==> config.mk <==
export PLATFORM = sky130hd
export DESIGN_NAME = time_set_ctrl_flat
export DESIGN_NICKNAME = d
export VERILOG_FILES = /design/src/rtl/time_set_pkg.sv /design/src/rtl/time_set_ctrl_if.sv /design/src/rtl/time_set_ctrl_bcd_step.sv /design/src/rtl/time_set_ctrl.sv /design/src/flat_wrapper.sv
export SDC_FILE = /design/constraint.sdc
export NUM_CORES = 1
export LEC_CHECK = 0
export ABC_CLOCK_PERIOD_IN_PS = 3700
export CAP_MARGIN = 25
export CORE_UTILIZATION = 40
export CTS_CLUSTER_SIZE = 24
export DETAILED_ROUTE_END_ITERATION = 12
export GPL_TIMING_DRIVEN = 0
export PLACE_DENSITY_LB_ADDON = 0.3
export SYNTH_ARGS = -nofsm -noshare
export SYNTH_HDL_FRONTEND = slang
export SYNTH_HIERARCHICAL = 1
export SYNTH_SLANG_ARGS = --single-unit
export TNS_END_PERCENT = 20
==> constraint.sdc <==
create_clock -name clk -period 3.7 [get_ports clk]
set_clock_uncertainty 0.2 [all_clocks]
set_input_delay 0.37 -clock clk [delete_from_list [all_inputs] [get_ports clk]]
set_output_delay 0.37 -clock clk [all_outputs]
set_load 0.02 [all_outputs]
==> src/rtl/time_set_pkg.sv <==
// Shared types and constants for the time-setting controller.
// Contents: FSM state enum, BCD field limits, field-select encodings
// (matching the H_M load-target output) and the BCD-to-DI packing helper.
package time_set_pkg;

   localparam int unsigned BCD_W = 8;
   localparam int unsigned DI_W  = 7;
   localparam int unsigned QHM_W = 16;

   typedef enum logic [2:0] {
      ST_RUN,
      ST_SET_H,
      ST_SET_M,
      ST_LOAD_WAIT_H,
      ST_LOAD_WAIT_M
   } tsc_state_e;

   localparam logic [BCD_W-1:0] HOURS_MAX   = 8'h23;
   localparam logic [BCD_W-1:0] MINUTES_MAX = 8'h59;

   localparam logic SEL_H = 1'b0;
   localparam logic SEL_M = 1'b1;

   // Tens digit bit 3 is always 0 for valid hours/minutes, so it is dropped.
   function automatic logic [DI_W-1:0] bcd_to_di(input logic [BCD_W-1:0] v);
      return v[DI_W-1:0];
   endfunction

endpackage

==> src/rtl/time_set_ctrl_if.sv <==
// Front-panel / counter-load bundle for time_set_ctrl.
// master : the controller (buttons and QHM in; DI, L, H_M, ce_en, blink flags out).
// slave  : the environment (button source, BCD counter and display driver).
// Macro TSC_DOWN_EN adds the btn_dn pulse.
interface time_set_ctrl_if;
   import time_set_pkg::*;

   logic             btn_mode;
   logic             btn_up;
`ifdef TSC_DOWN_EN
   logic             btn_dn;
`endif
   logic [QHM_W-1:0] QHM;
   logic [DI_W-1:0]  DI;
   logic             L;
   logic             H_M;
   logic             ce_en;
   logic             blink_h;
   logic             blink_m;

`ifdef TSC_DOWN_EN
   modport master (
      input  btn_mode, btn_up, btn_dn, QHM,
      output DI, L, H_M, ce_en, blink_h, blink_m
   );
   modport slave (
      output btn_mode, btn_up, btn_dn, QHM,
      input  DI, L, H_M, ce_en, blink_h, blink_m
   );
`else
   modport master (
      input  btn_mode, btn_up, QHM,
      output DI, L, H_M, ce_en, blink_h, blink_m
   );
   modport slave (
      output btn_mode, btn_up, QHM,
      input  DI, L, H_M, ce_en, blink_h, blink_m
   );
`endif

endinterface

==> src/rtl/time_set_ctrl_bcd_step.sv <==
// bcd_step: combinational one-step BCD increment/decrement with wrap.
// Ports: val_i  - current 2-digit BCD value
//        max_i  - largest legal value (8'h23 hours, 8'h59 minutes)
//        up_i   - 1 = increment, 0 = decrement
//        next_c - wrapped next value; an invalid input steps up to 00, down to max_i
module bcd_step
   import time_set_pkg::*;
(
   input  logic [BCD_W-1:0] val_i,
   input  logic [BCD_W-1:0] max_i,
   input  logic             up_i,
   output logic [BCD_W-1:0] next_c
);

   logic [3:0] tens;
   logic [3:0] ones;
   logic       valid;

   assign tens  = val_i[7:4];
   assign ones  = val_i[3:0];
   // With a valid ones digit, plain binary compare orders BCD values correctly.
   assign valid = (ones <= 4'd9) && (val_i <= max_i);

   always_comb begin
      next_c = 8'h00;
      if (up_i) begin
         if (!valid || (val_i == max_i)) begin
            next_c = 8'h00;
         end else if (ones == 4'd9) begin
            next_c = {tens + 4'd1, 4'd0};
         end else begin
            next_c = {tens, ones + 4'd1};
         end
      end else begin
         if (!valid || (val_i == 8'h00)) begin
            next_c = max_i;
         end else if (ones == 4'd0) begin
            next_c = {tens - 4'd1, 4'd9};
         end else begin
            next_c = {tens, ones - 4'd1};
         end
      end
   end

endmodule

==> src/rtl/time_set_ctrl.sv <==
// time_set_ctrl: button-driven hours/minutes setting controller for a BCD clock counter.
// Parameters: BLINK_DIV   - clk cycles per blink half-period
//             TIMEOUT_CYC - idle cycles in a set state before returning to RUN
// Ports: clk, rst (synchronous, active high)
//        bus (time_set_ctrl_if.master): btn_mode/btn_up[/btn_dn], QHM in;
//        DI, L, H_M, ce_en, blink_h, blink_m out (all registered).
// Macro TSC_DOWN_EN enables btn_dn and decrement; otherwise increment only.
module time_set_ctrl
   import time_set_pkg::*;
#(
   parameter int unsigned BLINK_DIV   = 25_000_000,
   parameter int unsigned TIMEOUT_CYC = 500_000_000
)(
   input  logic             clk,
   input  logic             rst,
   time_set_ctrl_if.master  bus
);

   localparam int unsigned BLINK_W = (BLINK_DIV   > 1) ? $clog2(BLINK_DIV)   : 1;
   localparam int unsigned IDLE_W  = (TIMEOUT_CYC > 1) ? $clog2(TIMEOUT_CYC) : 1;
   localparam logic [BLINK_W-1:0] BLINK_LAST = BLINK_W'(BLINK_DIV - 1);
   localparam logic [IDLE_W-1:0]  IDLE_LAST  = IDLE_W'(TIMEOUT_CYC - 1);

   tsc_state_e         state_q, state_d;
   logic [DI_W-1:0]    di_q, di_d;
   logic               l_q, l_d;
   logic               h_m_q, h_m_d;
   logic               ce_en_q, ce_en_d;
   logic               blink_h_q, blink_h_d;
   logic               blink_m_q, blink_m_d;
   logic               phase_q, phase_d;
   logic [BLINK_W-1:0] blink_cnt_q, blink_cnt_d;
   logic [IDLE_W-1:0]  idle_cnt_q, idle_cnt_d;

   logic               btn_dn_c;
   logic               step_req_c;
   logic               step_up_c;
   logic               in_wait_c;
   logic               in_set_c;
   logic               btn_evt_c;
   logic               timeout_c;
   logic [BCD_W-1:0]   field_val_c;
   logic [BCD_W-1:0]   field_max_c;
   logic [BCD_W-1:0]   field_next_c;

`ifdef TSC_DOWN_EN
   assign btn_dn_c = bus.btn_dn;
`else
   assign btn_dn_c = 1'b0;
`endif

   // Up wins over down; without a down button the direction is always up.
   assign step_req_c = bus.btn_up | btn_dn_c;
   assign step_up_c  = bus.btn_up | ~btn_dn_c;

   assign in_wait_c = (state_q == ST_LOAD_WAIT_H) || (state_q == ST_LOAD_WAIT_M);
   assign in_set_c  = (state_q == ST_SET_H) || (state_q == ST_SET_M);
   // Buttons during the load-wait cycle are ignored entirely.
   assign btn_evt_c = !in_wait_c && (bus.btn_mode | step_req_c);
   assign timeout_c = (idle_cnt_q == IDLE_LAST);

   // Single stepper shared by both fields.
   assign field_val_c = (state_q == ST_SET_M) ? bus.QHM[7:0] : bus.QHM[15:8];
   assign field_max_c = (state_q == ST_SET_M) ? MINUTES_MAX  : HOURS_MAX;

   bcd_step u_bcd_step (
      .val_i  (field_val_c),
      .max_i  (field_max_c),
      .up_i   (step_up_c),
      .next_c (field_next_c)
   );

   // Next-state, load and timer logic.
   always_comb begin
      state_d     = state_q;
      di_d        = di_q;
      l_d         = 1'b0;
      h_m_d       = h_m_q;
      blink_cnt_d = blink_cnt_q;
      phase_d     = phase_q;
      idle_cnt_d  = idle_cnt_q;

      unique case (state_q)
         ST_RUN: begin
            if (bus.btn_mode) state_d = ST_SET_H;
         end
         ST_SET_H: begin
            if (bus.btn_mode) begin
               state_d = ST_SET_M;
            end else if (step_req_c) begin
               di_d    = bcd_to_di(field_next_c);
               l_d     = 1'b1;
               h_m_d   = SEL_H;
               state_d = ST_LOAD_WAIT_H;
            end else if (timeout_c) begin
               state_d = ST_RUN;
            end
         end
         ST_SET_M: begin
            if (bus.btn_mode) begin
               state_d = ST_RUN;
            end else if (step_req_c) begin
               di_d    = bcd_to_di(field_next_c);
               l_d     = 1'b1;
               h_m_d   = SEL_M;
               state_d = ST_LOAD_WAIT_M;
            end else if (timeout_c) begin
               state_d = ST_RUN;
            end
         end
         ST_LOAD_WAIT_H: state_d = ST_SET_H;
         ST_LOAD_WAIT_M: state_d = ST_SET_M;
         default:        state_d = ST_RUN;
      endcase

      // Blink restarts on a press so the field is shown immediately.
      if (btn_evt_c) begin
         blink_cnt_d = '0;
         phase_d     = 1'b0;
      end else if (blink_cnt_q == BLINK_LAST) begin
         blink_cnt_d = '0;
         phase_d     = ~phase_q;
      end else begin
         blink_cnt_d = blink_cnt_q + BLINK_W'(1);
      end

      // Idle counter only advances while sitting in a set state without presses.
      if (btn_evt_c || !in_set_c || (state_d != state_q)) begin
         idle_cnt_d = '0;
      end else begin
         idle_cnt_d = idle_cnt_q + IDLE_W'(1);
      end

      ce_en_d   = (state_d == ST_RUN);
      blink_h_d = phase_d && ((state_d == ST_SET_H) || (state_d == ST_LOAD_WAIT_H));
      blink_m_d = phase_d && ((state_d == ST_SET_M) || (state_d == ST_LOAD_WAIT_M));
   end

   // State and output registers.
   always_ff @(posedge clk) begin
      if (rst) begin
         state_q     <= ST_RUN;
         di_q        <= '0;
         l_q         <= 1'b0;
         h_m_q       <= SEL_H;
         ce_en_q     <= 1'b1;
         blink_h_q   <= 1'b0;
         blink_m_q   <= 1'b0;
         phase_q     <= 1'b0;
         blink_cnt_q <= '0;
         idle_cnt_q  <= '0;
      end else begin
         state_q     <= state_d;
         di_q        <= di_d;
         l_q         <= l_d;
         h_m_q       <= h_m_d;
         ce_en_q     <= ce_en_d;
         blink_h_q   <= blink_h_d;
         blink_m_q   <= blink_m_d;
         phase_q     <= phase_d;
         blink_cnt_q <= blink_cnt_d;
         idle_cnt_q  <= idle_cnt_d;
      end
   end

   assign bus.DI      = di_q;
   assign bus.L       = l_q;
   assign bus.H_M     = h_m_q;
   assign bus.ce_en   = ce_en_q;
   assign bus.blink_h = blink_h_q;
   assign bus.blink_m = blink_m_q;

endmodule

==> src/flat_wrapper.sv <==
// flat-port wrapper written by rule: the top's interface ports become plain ports
module time_set_ctrl_flat import time_set_pkg::*;
#(
   parameter int unsigned BLINK_DIV   = 25_000_000,
   parameter int unsigned TIMEOUT_CYC = 500_000_000
)
  (clk, rst, bus_btn_mode, bus_btn_up, bus_QHM, bus_DI, bus_L, bus_H_M, bus_ce_en, bus_blink_h, bus_blink_m);
  time_set_ctrl_if bus_i ();
  input  logic clk;
  input  logic rst;
  input wire logic [$bits(bus_i.btn_mode)-1:0] bus_btn_mode;
  input wire logic [$bits(bus_i.btn_up)-1:0] bus_btn_up;
  input wire logic [$bits(bus_i.QHM)-1:0] bus_QHM;
  output wire logic [$bits(bus_i.DI)-1:0] bus_DI;
  output wire logic [$bits(bus_i.L)-1:0] bus_L;
  output wire logic [$bits(bus_i.H_M)-1:0] bus_H_M;
  output wire logic [$bits(bus_i.ce_en)-1:0] bus_ce_en;
  output wire logic [$bits(bus_i.blink_h)-1:0] bus_blink_h;
  output wire logic [$bits(bus_i.blink_m)-1:0] bus_blink_m;
  assign bus_i.btn_mode = bus_btn_mode;
  assign bus_i.btn_up = bus_btn_up;
  assign bus_i.QHM = bus_QHM;
  assign bus_DI = bus_i.DI;
  assign bus_L = bus_i.L;
  assign bus_H_M = bus_i.H_M;
  assign bus_ce_en = bus_i.ce_en;
  assign bus_blink_h = bus_i.blink_h;
  assign bus_blink_m = bus_i.blink_m;
  time_set_ctrl #(.BLINK_DIV(BLINK_DIV), .TIMEOUT_CYC(TIMEOUT_CYC)) u_core (.clk(clk), .rst(rst), .bus(bus_i));
endmodule
==> results of run 1 <==
==> per-layer routing <==
metal,GRT usage [%],vias to the layer above,part of all wire (%)
met5,0,-,0
met4,6.47,0,2.2
met3,3.90,11,3.5
met2,26.8,63,47
met1,20.5,1509,47
li1,-,1687,-
==> metrics by stage <==
step           utilization (%)  TNS [ns]  instances  setup slack (ns)
2_1_floorplan                -         0        464             0.326
3_3_place_gp              46.6     -1.98        624            -0.300
3_5_place_dp              46.7     -2.30        626            -0.346
4_1_cts                   48.7         0        642             0.180
5_1_grt                   49.0         0        645            0.0572
6_report                  49.0         0        645             0.271
==> worst min path at each step <==
stage / depth (start not counted) / to / startpoint
floorplan: 1 / u_core/idle_cnt_q[0] / u_core/idle_cnt_q[0]
global placement: 1 / u_core/idle_cnt_q[0] / u_core/idle_cnt_q[0]
detailed placement: 1 / u_core/idle_cnt_q[0] / u_core/idle_cnt_q[0]
CTS: 1 / u_core/idle_cnt_q[0] / u_core/idle_cnt_q[0]
global route: 1 / u_core/idle_cnt_q[0] / u_core/idle_cnt_q[0]
finish: 1 / u_core/idle_cnt_q[0] / u_core/idle_cnt_q[0]
==> registers in the layout, indices dropped and copies added, names as in the netlist <==
signal,cells
u_core/bus.H_M,1
u_core/bus.blink_h,1
u_core/blink_cnt_q,25
u_core/bus.blink_m,1
u_core/state_q,3
u_core/phase_q,1
u_core/bus.ce_en,1
u_core/idle_cnt_q,29
u_core/bus.L,1
u_core/bus.DI,7
==> what timing repair did <==
action / CTS / global route
buffers inserted: 0 / 3
pin swaps: 0 / 2
hold buffers: 0 / 0
resized for setup: 2 / 1
endpoints found under the setup margin: 7 / 7
==> cells in the final DEF (no fill, tap or decap), drive strengths merged, types with 3 or more instances in the layout <==
cell,count
or3,3
conb,6
and3,6
mux2,8
nand2,34
o21ai,11
or2,6
nor2,81
o211ai,5
o22ai,4
clkinvlp,3
and4,3
nand3,27
ha,13
nand2b,4
xor2,35
dfxtp,70
nand4,18
nor2b,5
nor4,10
inv,20
a21oi,16
clkdlybuf4s50,31
nor3,11
clkbuf,22
xnor2,17
mux2i,13
buf,12
==> report_power, final <==
part	total, mW	switching, mW	leakage [nW]	internal (mW)
registers	0.769	0.00810	0.565	0.761
logic	0.231	0.120	0.917	0.110
clock network	0.547	0.282	0.0792	0.264
total	1.55	0.411	1.56	1.14
==> layout make-up <==
cell class	instances	area, um^2	share of cell area [%]
Buffer	17	98.8	2.17
Timing Repair Buffer	36	343	7.54
Multi-Input combinational cell	358	2300	50.5
Sequential cell	70	1400	30.8
Tap cell	129	161	3.55
Clock inverter	4	31.3	0.688
Inverter	19	71.3	1.57
Clock buffer	12	145	3.19
==> worst register-to-register path: cells and delay by family (launching register included) <==
kind | cells | cell delay, ns
simple gates | 7 | 1.12
buf+inv | 3 | 0.48
mux | 2 | 0.45
compound gates | 2 | 0.41
flops | 1 | 0.37
fa+ha+maj | 1 | 0.34
==> run_results.csv, run 1 <==
group,metric,value,unit
placed_design,portBuffers,31,
worst_setup_path,ff2ff_setup_slack,0.27,ns
die,die_area,10000,um^2
global_route,overflow,0,
clock_network,path_clk_slew,0.08,ns
worst_setup_path,reg2regPathDepth,15,
worst_setup_path,timing.rr.end,"u_core/bus.DI[1]",
sta,hold_viol,0,
sta,drv_slew,0,
route,vias_per_cell,5.07,
worst_setup_path,arrival,3.50,ns
worst_setup_path,worstPathCellList,"inv_1 > nand2_1 > nor2_4 > buf_4 > mux2_2 > ha_1 > nand4_1 > nor2_2 > a21oi_1 > nor2_1 > nand4b_1 > buf_4 > o32ai_1 > mux2i_1 > nor2_1",
route,post_drt_wl_per_cell,11.8,um
global_route,grt_pass1_vias,3078,
logic_synthesis,synth.avg_cell_area,8.35,um^2
worst_setup_path,worst-setup-path-type,"register to register",
worst_setup_path,startpoint,"u_core/state_q[0]",
sta,fin_worst_hold_slack,0.268,ns
clock_network,cts_made_buffers,9,
global_route,grt.total_usage,16.3,%
route,wirelength,7610,um
power_and_ir_drop,ir_drop,0.180,mV
power_and_ir_drop,p_leak,1.56,nW
clock_network,cts_root_buf,"clkbuf_8",
route,dr.pass1.iters,4,
sta,maxSlewHeadroom,34.0,%
worst_setup_path,critPathBufInv,3,
cells_and_area,diodes,0,
die,num_rows,35,
power_and_ir_drop,powerDensity,340,nW/um^2
logic_synthesis,yosysWarnings,6,
worst_hold_path,holdCritPathClass,"register to register",
global_route,antenna_found_initial,0,
placed_design,hpwl,5640,um
die,die_x,100,um
run_status,status,"completed",
clock_network,clk_latency,0.33,ns
worst_setup_path,reg2reg_from,"u_core/state_q[0]",
clock_network,clock_tree.buffer_depth,2,
cells_and_area,nets,544,
die,core_area,9280,um^2
route,drtIter0Drc,103,
route,vias,3270,
global_route,grt_pass1_wl,13200,um
worst_setup_path,path_depth,15,
power_and_ir_drop,power,1.55,mW
sta,max_freq,0.292,GHz
run,cap_violations,0,
clock_network,htree_levels,3,
clock_network,cts.sinks,70,
placed_design,placed_cell_area,4340,um^2
cells_and_area,stdcell_area,4550,um^2
cells_and_area,drive_gt1_share,11.0,%
sta,setup_viol,0,
sta,period_needed,3.43,ns
worst_setup_path,endpoint,"u_core/bus.DI[1]",
placed_design,place_congestion,0.820,
worst_setup_path,required,3.77,ns
global_route,grt_max_degree,16,
cells_and_area,fillers,947,
worst_setup_path,path_delay_family,"simple AND/OR/NAND/NOR gates",
die,initial_core_util,41.4,%
worst_setup_path,cp-start-kind,"register",
sta,fin_crit_sh,92.7,%
worst_setup_path,worst_setup_path_end_kind,"register",
worst_setup_path,critPathMaxStageDelay,0.37,ns
route,detail-route-antenna-nets,0,
cells_and_area,area_growth,18.4,%
worst_setup_path,crit_fanout,11,
logic_synthesis,syn_inst,460,
logic_synthesis,synth_area,3840,um^2
die,dieHeight,100,um
die,pin_count,32,
sta,grt_setup_unrepaired,"no",
clock_network,cts_tree,"yes",
worst_setup_path,critPathSlowestCell,"dfxtp_1",
route,drc,0,
sta,tightest_slew,0.981,ns
(Power assumes the default switching activity.)
==> run 2, diff against run 1 <==
--- a/config.mk
+++ b/config.mk
@@ -5,7 +5,6 @@
 export SDC_FILE = /design/constraint.sdc
 export NUM_CORES = 1
 export LEC_CHECK = 0
-export ABC_CLOCK_PERIOD_IN_PS = 3700
 export CAP_MARGIN = 25
 export CORE_UTILIZATION = 40
 export CTS_CLUSTER_SIZE = 24
==> results of run 2 <==
The final DEF is identical to that of run 1; final timing and power are the same.
==> run 3, diff against run 2 <==
--- a/config.mk
+++ b/config.mk
@@ -6,7 +6,9 @@
 export NUM_CORES = 1
 export LEC_CHECK = 0
 export CAP_MARGIN = 25
+export CORE_ASPECT_RATIO = 1.2
 export CORE_UTILIZATION = 40
+export CTS_CLUSTER_DIAMETER = 80
 export CTS_CLUSTER_SIZE = 24
 export DETAILED_ROUTE_END_ITERATION = 12
 export GPL_TIMING_DRIVEN = 0
==> run 3 against run 2 <==
  * Via count decreased by 0.24%
  * Worst setup slack got worse by 0.12 ns
  * Clock power increased by 11%
  * First-iteration DRC count increased by 64%
  * Register-to-register slack got worse by 0.12 ns
  * Maximum frequency decreased by 3.4%
  * Non-clock buffer count unchanged
  * Sequential power about the same
  * Power increased by 4.5%
  * Utilization increased by 0.86 points
  * Design area increased by 0.58%
  * Critical path type unchanged
  * Largest cell class unchanged
  * Largest power group unchanged
==> run_results.csv, run 3 (synthesized netlist as in run 1, its figures left out) <==
group,metric,value,unit
cells_and_area,top_register,"u_core/idle_cnt_q",
sta,max_freq,0.282,GHz
sta,fin_crit_sh,95.9,%
cells_and_area,postLayoutCoreUtil,49.9,%
die,num_rows,38,
power_and_ir_drop,ir_drop,0.162,mV
power_and_ir_drop,p_leak,1.58,nW
cells_and_area,fillers,845,
worst_setup_path,required,3.78,ns
clock_network,cts_made_buffers,9,
placed_design,placement.setup.worst_slack,-0.446,ns
global_route,antenna_found_initial,0,
placed_design,hpwl,5810,um
worst_setup_path,crit_fanout,13,
die,die_area,10000,um^2
clock_network,cts.sinks,70,
clock_network,clk_latency,0.34,ns
global_route,grt_pass1_vias,3038,
sta,hold_viol,0,
worst_setup_path,timing.rr.end,"u_core/bus.DI[1]",
global_route,overflow,0,
clock_network,cts_root_buf,"clkbuf_8",
sta,tns,0,ns
cells_and_area,largest_reg_flops,29,
die,core_area,9180,um^2
sta,grt_setup_unrepaired,"yes",
die,pin_count,32,
global_route,grt_max_degree,16,
worst_hold_path,worstHoldEndpoint,"u_core/idle_cnt_q[0]",
die,die_x,91.5,um
power_and_ir_drop,powerDensity,353,nW/um^2
clock_network,cts_tree,"yes",
cells_and_area,diodes,0,
route,detail-route-antenna-nets,0,
sta,postLayoutSetupSlackWorst,0.152,ns
worst_setup_path,reg2regPathDepth,14,
route,vias_per_cell,5.13,
worst_hold_path,min_from,"u_core/idle_cnt_q[0]",
worst_setup_path,worst_setup_path_end_kind,"register",
sta,period_needed,3.55,ns
run_status,status,"completed",
cells_and_area,layout_common_cells,"dfxtp_1 (70), nor2_1 (69), xor2_1 (35), nand2_1 (34), clkdlybuf4s50_1 (31)",
worst_setup_path,ff2ff_setup_slack,0.15,ns
clock_network,cts.hold.buffers_added,0,
sta,maxSlewHeadroom,36.3,%
route,drtIter0Drc,169,
clock_network,htree_levels,3,
worst_hold_path,holdCritPathClass,"register to register",
placed_design,portBuffers,31,
sta,fin_worst_hold_slack,0.274,ns
worst_setup_path,worst-setup-path-type,"register to register",
route,post_drt_wl_per_cell,12.4,um
route,wirelength,7860,um
placed_design,place_congestion,0.817,
clock_network,path_clk_slew,0.08,ns
die,dieHeight,109,um
cells_and_area,layout_commonest_cell,"dfxtp_1",
route,drc,0,
worst_setup_path,cp-start-kind,"register",
global_route,grt.total_usage,16.4,%
worst_setup_path,reg2reg_from,"u_core/state_q[0]",
cells_and_area,drive_gt1_share,11.2,%
worst_setup_path,arrival,3.63,ns
clock_network,clock_tree.buffer_depth,2,
cells_and_area,nets,544,
route,dr.pass1.iters,4,
route,vias,3262,
global_route,grt_pass1_wl,13300,um
cells_and_area,area_growth,19.1,%
sta,tightest_slew,0.951,ns
sta,drv_slew,0,
die,initial_core_util,41.9,%
run,cap_violations,0,
sta,setup_viol,0,
worst_hold_path,whs_path_depth,1,
[run 3: cell types whose count changed in the layout (fill, tap and decap cells not counted), sizes merged]
cell,delta
buf,-1
clkinv,+3
bufinv,+1
clkbuf,-2
clkinvlp,-1
[run 3: worst max-delay path by stage]
stage | start | end | slack [ns] | cells after the start
2_1_floorplan | u_core/state_q[0] | u_core/bus.DI[1] | 0.33 | 15
3_3_place_gp | u_core/state_q[0] | u_core/bus.DI[3] | -0.34 | 15
3_5_place_dp | u_core/state_q[0] | u_core/bus.DI[1] | -0.45 | 13
4_1_cts | u_core/state_q[0] | u_core/bus.DI[1] | 0.03 | 13
5_1_grt | u_core/state_q[0] | u_core/bus.DI[5] | -0.06 | 16
6_report | u_core/state_q[0] | u_core/bus.DI[1] | 0.15 | 14
[run 3: layout make-up]
type,count,area [um^2],area share (%)
Clock buffer,9,124,2.71
Multi-Input combinational cell,358,2290,50.1
Tap cell,120,150,3.28
Inverter,19,71.3,1.56
Sequential cell,70,1400,30.6
Clock inverter,7,72.6,1.59
Timing Repair Buffer,36,365,7.98
Buffer,17,98.8,2.16
[run 3: worst max-delay path, stage by stage, from the launching register on]
cell and delay (ns):
dfxtp_1 0.37, inv_1 0.12, nand2_1 0.14, nor2_4 0.16, buf_12 0.14, mux2_2 0.39
ha_1 0.33, nand4_1 0.14, nor2_2 0.19, a21oi_1 0.12, nor2_1 0.22, nand4b_1 0.30
o32ai_1 0.43, mux2i_1 0.11, nor2_1 0.11
[run 3: routing by layer]
layer | wire length [um] | track usage, %
met5 | 0 | 0
met4 | 75 | 6.12
met3 | 250 | 3.67
met2 | 3920 | 30.3
met1 | 3620 | 18.4
[run 3: where the power goes]
group          internal, mW  leakage (nW)  switching, mW
sequential            0.761         0.565        0.00866
clock                 0.312        0.0956          0.297
combinational         0.113         0.922          0.125
total                  1.19          1.58          0.431
[run 3: stage by stage]
stage	instance area (um^2)	instances	power [mW]
after global routing	4580	636	1.69
after detailed placement	4330	617	1.02
after global placement	4320	615	1.01
final	4580	636	1.62
after floorplan	3860	464	0.947
after CTS	4530	633	1.63
[run 3: repair_timing]
action,CTS,global route
pin swaps,0,1
resized for setup,2,0
buffers inserted,0,2
setup endpoints to repair,7,7
